## src/rtl/ps2_key_event_scheduler.sv

```systemverilog
// rtl/ps2_key_event_scheduler.sv - PS/2 scan-code parser with held-key bitmap and event FIFO
module ps2_key_event_scheduler #(
  parameter int unsigned DEPTH          = 4,
  parameter int unsigned TIMEOUT_CYCLES = 1000000
) (
  input  logic                     clk,
  input  logic                     resetn,
  input  logic [7:0]               byte_data,
  input  logic                     byte_valid,
  output logic [7:0]               held,
  output logic                     evt_valid,
  output logic [2:0]               evt_key,
  output logic                     evt_make,
  input  logic                     evt_ready,
  output logic [$clog2(DEPTH):0]   evt_count,
  output logic                     overflow
);

  localparam int AW = $clog2(DEPTH);
  localparam int CW = AW + 1;
  localparam int TW = (TIMEOUT_CYCLES > 2) ? $clog2(TIMEOUT_CYCLES) : 1;
  localparam logic [TW-1:0] TMAX = TW'(TIMEOUT_CYCLES - 1);
  localparam logic [CW-1:0] FULL = CW'(DEPTH);

  typedef enum logic [1:0] {
    P_IDLE    = 2'd0,
    P_EXT     = 2'd1,
    P_BRK     = 2'd2,
    P_EXT_BRK = 2'd3
  } pstate_t;

  pstate_t        r_state;
  pstate_t        w_state_nxt;
  logic [TW-1:0]  r_tcnt;
  logic [7:0]     r_held;
  logic [7:0]     w_held_nxt;
  logic           w_map_hit;
  logic [2:0]     w_map_idx;
  logic           w_is_make;
  logic           w_is_break;
  logic           w_push;
  logic           w_push_ok;
  logic           w_pop;
  logic [3:0]     r_mem [DEPTH];
  logic [AW-1:0]  r_wr;
  logic [AW-1:0]  r_rd;
  logic [CW-1:0]  r_count;
  logic           r_ovf;

  // Map the incoming byte to one of the eight game keys
  always_comb begin
    w_map_hit = 1'b1;
    w_map_idx = 3'd0;
    case (byte_data)
      8'h23: w_map_idx = 3'd0;
      8'h2B: w_map_idx = 3'd1;
      8'h3B: w_map_idx = 3'd2;
      8'h42: w_map_idx = 3'd3;
      8'h5A: w_map_idx = 3'd4;
      8'h76: w_map_idx = 3'd5;
      8'h16: w_map_idx = 3'd6;
      8'h1E: w_map_idx = 3'd7;
      default: w_map_hit = 1'b0;
    endcase
  end

  // Parser state register
  always_ff @(posedge clk) begin
    if (!resetn) r_state <= P_IDLE;
    else         r_state <= w_state_nxt;
  end

  // Parser next state and make/break decode; a stalled prefix falls back to idle
  always_comb begin
    w_state_nxt = r_state;
    w_is_make   = 1'b0;
    w_is_break  = 1'b0;
    if (byte_valid) begin
      case (r_state)
        P_IDLE: begin
          if (byte_data == 8'hE0)      w_state_nxt = P_EXT;
          else if (byte_data == 8'hF0) w_state_nxt = P_BRK;
          else if (w_map_hit)          w_is_make   = 1'b1;
        end
        P_EXT: begin
          if (byte_data == 8'hF0) w_state_nxt = P_EXT_BRK;
          else                    w_state_nxt = P_IDLE;
        end
        P_BRK: begin
          w_is_break  = w_map_hit;
          w_state_nxt = P_IDLE;
        end
        default: w_state_nxt = P_IDLE;
      endcase
    end else if (r_state != P_IDLE && r_tcnt == TMAX) begin
      w_state_nxt = P_IDLE;
    end
  end

  // Prefix timeout counter: runs only while waiting for the rest of a sequence
  always_ff @(posedge clk) begin
    if (!resetn)
      r_tcnt <= '0;
    else if (byte_valid || r_state == P_IDLE || r_tcnt == TMAX)
      r_tcnt <= '0;
    else
      r_tcnt <= r_tcnt + TW'(1);
  end

  // Edge detection against the held bitmap suppresses typematic repeats and stray breaks
  always_comb begin
    w_held_nxt = r_held;
    w_push     = (w_is_make && !r_held[w_map_idx]) || (w_is_break && r_held[w_map_idx]);
    if (w_push) w_held_nxt[w_map_idx] = w_is_make;
  end

  // Held bitmap tracks physical key state even if the event is dropped
  always_ff @(posedge clk) begin
    if (!resetn) r_held <= '0;
    else         r_held <= w_held_nxt;
  end

  assign w_pop     = (r_count != '0) && evt_ready;
  assign w_push_ok = w_push && ((r_count != FULL) || w_pop);

  // Event storage; contents need no reset since count gates visibility
  always_ff @(posedge clk) begin
    if (w_push_ok) r_mem[r_wr] <= {w_map_idx, w_is_make};
  end

  // FIFO pointers, occupancy and overflow pulse
  always_ff @(posedge clk) begin
    if (!resetn) begin
      r_wr    <= '0;
      r_rd    <= '0;
      r_count <= '0;
      r_ovf   <= 1'b0;
    end else begin
      if (w_push_ok) r_wr <= r_wr + AW'(1);
      if (w_pop)     r_rd <= r_rd + AW'(1);
      case ({w_push_ok, w_pop})
        2'b10:   r_count <= r_count + CW'(1);
        2'b01:   r_count <= r_count - CW'(1);
        default: r_count <= r_count;
      endcase
      r_ovf <= w_push && !w_push_ok;
    end
  end

  assign held      = r_held;
  assign evt_valid = (r_count != '0);
  assign evt_key   = r_mem[r_rd][3:1];
  assign evt_make  = r_mem[r_rd][0];
  assign evt_count = r_count;
  assign overflow  = r_ovf;

endmodule

```

## config.mk

```make
export PLATFORM = sky130hd
export DESIGN_NAME = ps2_key_event_scheduler
export DESIGN_NICKNAME = d
export VERILOG_FILES = /design/src/rtl/ps2_key_event_scheduler.sv
export SDC_FILE = /design/constraint.sdc
export NUM_CORES = 1
export LEC_CHECK = 0
export ABC_AREA = 1
export ABC_CLOCK_PERIOD_IN_PS = 2500
export CAP_MARGIN = 20
export CORE_MARGIN = 2
export CORE_UTILIZATION = 40
export DETAILED_ROUTE_END_ITERATION = 8
export DONT_BUFFER_PORTS = 1
export PLACE_DENSITY_LB_ADDON = 0.05
export SLEW_MARGIN = 15
export SYNTH_ARGS = -nofsm -noshare
export SYNTH_HDL_FRONTEND = slang
export SYNTH_SLANG_ARGS = --single-unit
```

## constraint.sdc

```tcl
create_clock -name clk -period 2.5 [get_ports clk]
set_clock_uncertainty 0.15 [all_clocks]
set_input_delay 0.5 -clock clk [delete_from_list [all_inputs] [get_ports clk]]
set_output_delay 0.5 -clock clk [all_outputs]
set_load 0.05 [all_outputs]
```

==> results.toml <==
[setup_path]
worstPathMaxFanout = 5
worstPathRequired_ns = 2.56
r2r_setup_slack_ns = 0.33
crit_path_end = "evt_count[2]"
startpoint = "byte_data[5]"
r2r_start = "r_tcnt[0]"
critPathLaunchType = "input port"
cp.arrival_ns = 2.38
worst-setup-path-type = "in2reg"
r2r_cells = 14
cp-end-kind = "flop"
r2r_end = "r_tcnt[16]"

[clocking]
holdBufCountCts = 0
cts_tree = "yes"
cts_buffer_depth = 2
insertion_delay_ns = 0.30
clock-sinks = 56
clkSlewWorstSetupHoldPaths_ns = 0.10
cts_inserted_buffers = 5
cts_root_buffer = "clkbuf_8"
cts_htree_levels = 2

[layout]
final_common_cell = "nand2_1"
fillers = 683
final_cells = 499
final_nets = 436
stdcell_area_um2 = 3380
areaGrowthSynthToFinish_pct = 21.0
layout_common_cells = "nand2_1 (61), buf_4 (47), nor2_1 (45)"
antenna_cells = 0
layout-drive-gt1-share_pct = 23.4

[floorplan]
initial_core_util_pct = 41.3
pin_count = 29
dieArea_um2 = 7660
std_cell_rows = 30
coreArea_um2 = 6760
die_w_um = 87.5
die_y_um = 87.5

[pwr]
p_sw_uw = 875
p_clk_share_pct = 21.0
power.density_nw_per_um2 = 672
p_leak_uw = 0.00132
sw_frac_of_total_pct = 38.5
p_int_uw = 1400
fin_total_pwr_uw = 2270
ir_worst_vdd_uv = 251
combPwrFrac_pct = 34.2
seqPwrFrac_pct = 44.8

[sta]
final_max_slew_viol_count = 0
rsz0062_at_grt = "yes"
hold_viol_final = 0
slew_headroom_pct = 68.8
min_period_over_period_pct = 92.9
fin_ws_ns = 0.177
setup_viol = 0
tightestPinTransition_ns = 0.468
max_freq_ghz = 0.430
fin_crit_ns = 2.32

[status]
status = "completed"

[global_routing]
grt-ovfl-total = 0
track_usage_pct = 16.4
grt_pass1_wl_mm = 10.1
antenna_found_initial = 0
grt_max_degree = 17
grt_pass1_vias = 2299

[run]
max-cap-violations = 0

[synth]
synth_top_cell_by_area = "dfxtp_1"
synthesis.area_um2 = 2790
synth_top_area_share_pct = 28.7
yosys_register_bits = 56
synthFlopType = "dfxtp_1"
synth_edf_count = 16
ys_top_cells_by_area = "dfxtp_1 (29%), edfxtp_1 (17%), nand2_1 (9.1%)"
syn_area_per_cell_um2 = 7.56
yosysSeqAreaShare_pct = 45.9
ys_warn_count = 0
syn_inst = 369
synthArstFlopShare_pct = 0
synth.distinct_cells = 33
syn-num-nets = 387

[placed_design]
place.gp.congestion = 0.785
hpwl_mm = 4.64
port_buffers = 0
placed_cell_area_um2 = 3250
dp_cells = 490
place_ws_ns = -0.204

[routing]
ant_nets = 0
vias = 2402
avgViaCountPerCell = 4.81
drt_wl_total_mm = 5.79
drt_first_pass_iters = 4
drc_errors = 0
wl_per_cell_um = 11.6
dr.first_iter.drc_count = 60

[worst_hold_path]
hold_path_class = "in2reg"
## worst min path at each step
| stage | from | end | depth (start not counted) |
|---|---|---|---|
| after global routing | resetn | evt_count[2] | 2 |
| final | resetn | evt_count[1] | 2 |
| after CTS | resetn | evt_count[1] | 2 |
| after floorplan | r_tcnt[0] | r_tcnt[0] | 1 |
| after global placement | r_tcnt[0] | r_tcnt[0] | 1 |
| after detailed placement | r_tcnt[0] | r_tcnt[0] | 1 |
## sequential cells by signal, summed over array words and instances (netlist names), named ones only
signal,flops
overflow,1
r_tcnt,20
held,8
r_state,2
r_mem,16
r_wr,2
r_rd,2
evt_count,3
## worst max-delay path, stage by stage
cell and delay (ns):
inv_1 0.06, nand2_2 0.07, nor2_2 0.15, nand2_2 0.07
nand2_2 0.11, inv_2 0.05, nand2_4 0.08, nand2_1 0.05
nand3_1 0.09, nand2_2 0.07, nor2_2 0.11, o21ai_1 0.08
nand2_2 0.08, nand2_2 0.08, fa_2 0.35, inv_1 0.06
nand4_1 0.10, a21oi_1 0.16, nor2_1 0.05
## per-layer routing
layer / global-route usage [%] / up-vias / part of all wire, %
li1: - / 1312 / -
met1: 21.9 / 1052 / 49
met2: 27.3 / 34 / 46
met3: 3.30 / 4 / 4.5
met4: 4.06 / 0 / 0.73
met5: 0 / - / 0
## synthesized netlist by cell type (2+ instances only)
master and n:
clkbuf_1 2, inv_1 46, o21a_1 2, nand3_2 2
nand2_2 9, o22ai_1 4, nor3b_1 4, nor4_1 4
ha_1 5, nand2_1 68, edfxtp_1 16, o21bai_1 2
nor2_1 50, nor2_2 4, a21oi_1 26, o21ai_1 3
nor3_1 9, inv_2 4, nor2_4 2, nand3_1 20
o21ai_0 27, nand4_1 10, dfxtp_1 40
## power by group through the flow
stage | registers [uW] | clock network [uW] | logic [uW]
2_1_floorplan | 1120 | 0 | 496
3_3_place_gp | 1040 | 0 | 776
3_5_place_dp | 1040 | 0 | 780
4_1_cts | 1020 | 501 | 781
5_1_grt | 1030 | 528 | 856
6_report | 1020 | 477 | 776
## cell type report
type / count / area (um2) / share of cell area (%)
multi-input combinational: 257 / 1350 / 40.0
timing repair buffer: 47 / 353 / 10.4
clock inverter: 2 / 11.3 / 0.333
sequential: 56 / 1280 / 37.9
tap: 80 / 100 / 2.96
clock buffer: 6 / 72.6 / 2.15
inverter: 51 / 209 / 6.19
## timing repair
action,CTS,global route
gates resized for setup,0,11
endpoints found under the setup margin,0,11
setup buffers,0,1
## cells by family after synthesis
group / after synthesis / share of synthesized area (%)
AO/OA/AOI/OAI: 66 / 12.6
adder cells (fa/ha/maj): 6 / 2.96
buffers and inverters: 56 / 7.98
flip-flops: 56 / 45.9
AND/OR/NAND/NOR: 185 / 30.6
## per-stage QoR
| step | util, % | TNS (ns) | hold WS [ns] |
|---|---|---|---|
| floorplan | - | -0.140 | 0.268 |
| global placement | 48.1 | -0.257 | 0.282 |
| detailed placement | 48.1 | -0.316 | 0.291 |
| CTS | 49.3 | 0 | 0.148 |
| global route | 50.0 | -0.0779 | 0.163 |
| finish | 50.0 | 0 | 0.161 |
Note: power is estimated with default switching activity, not from simulation.
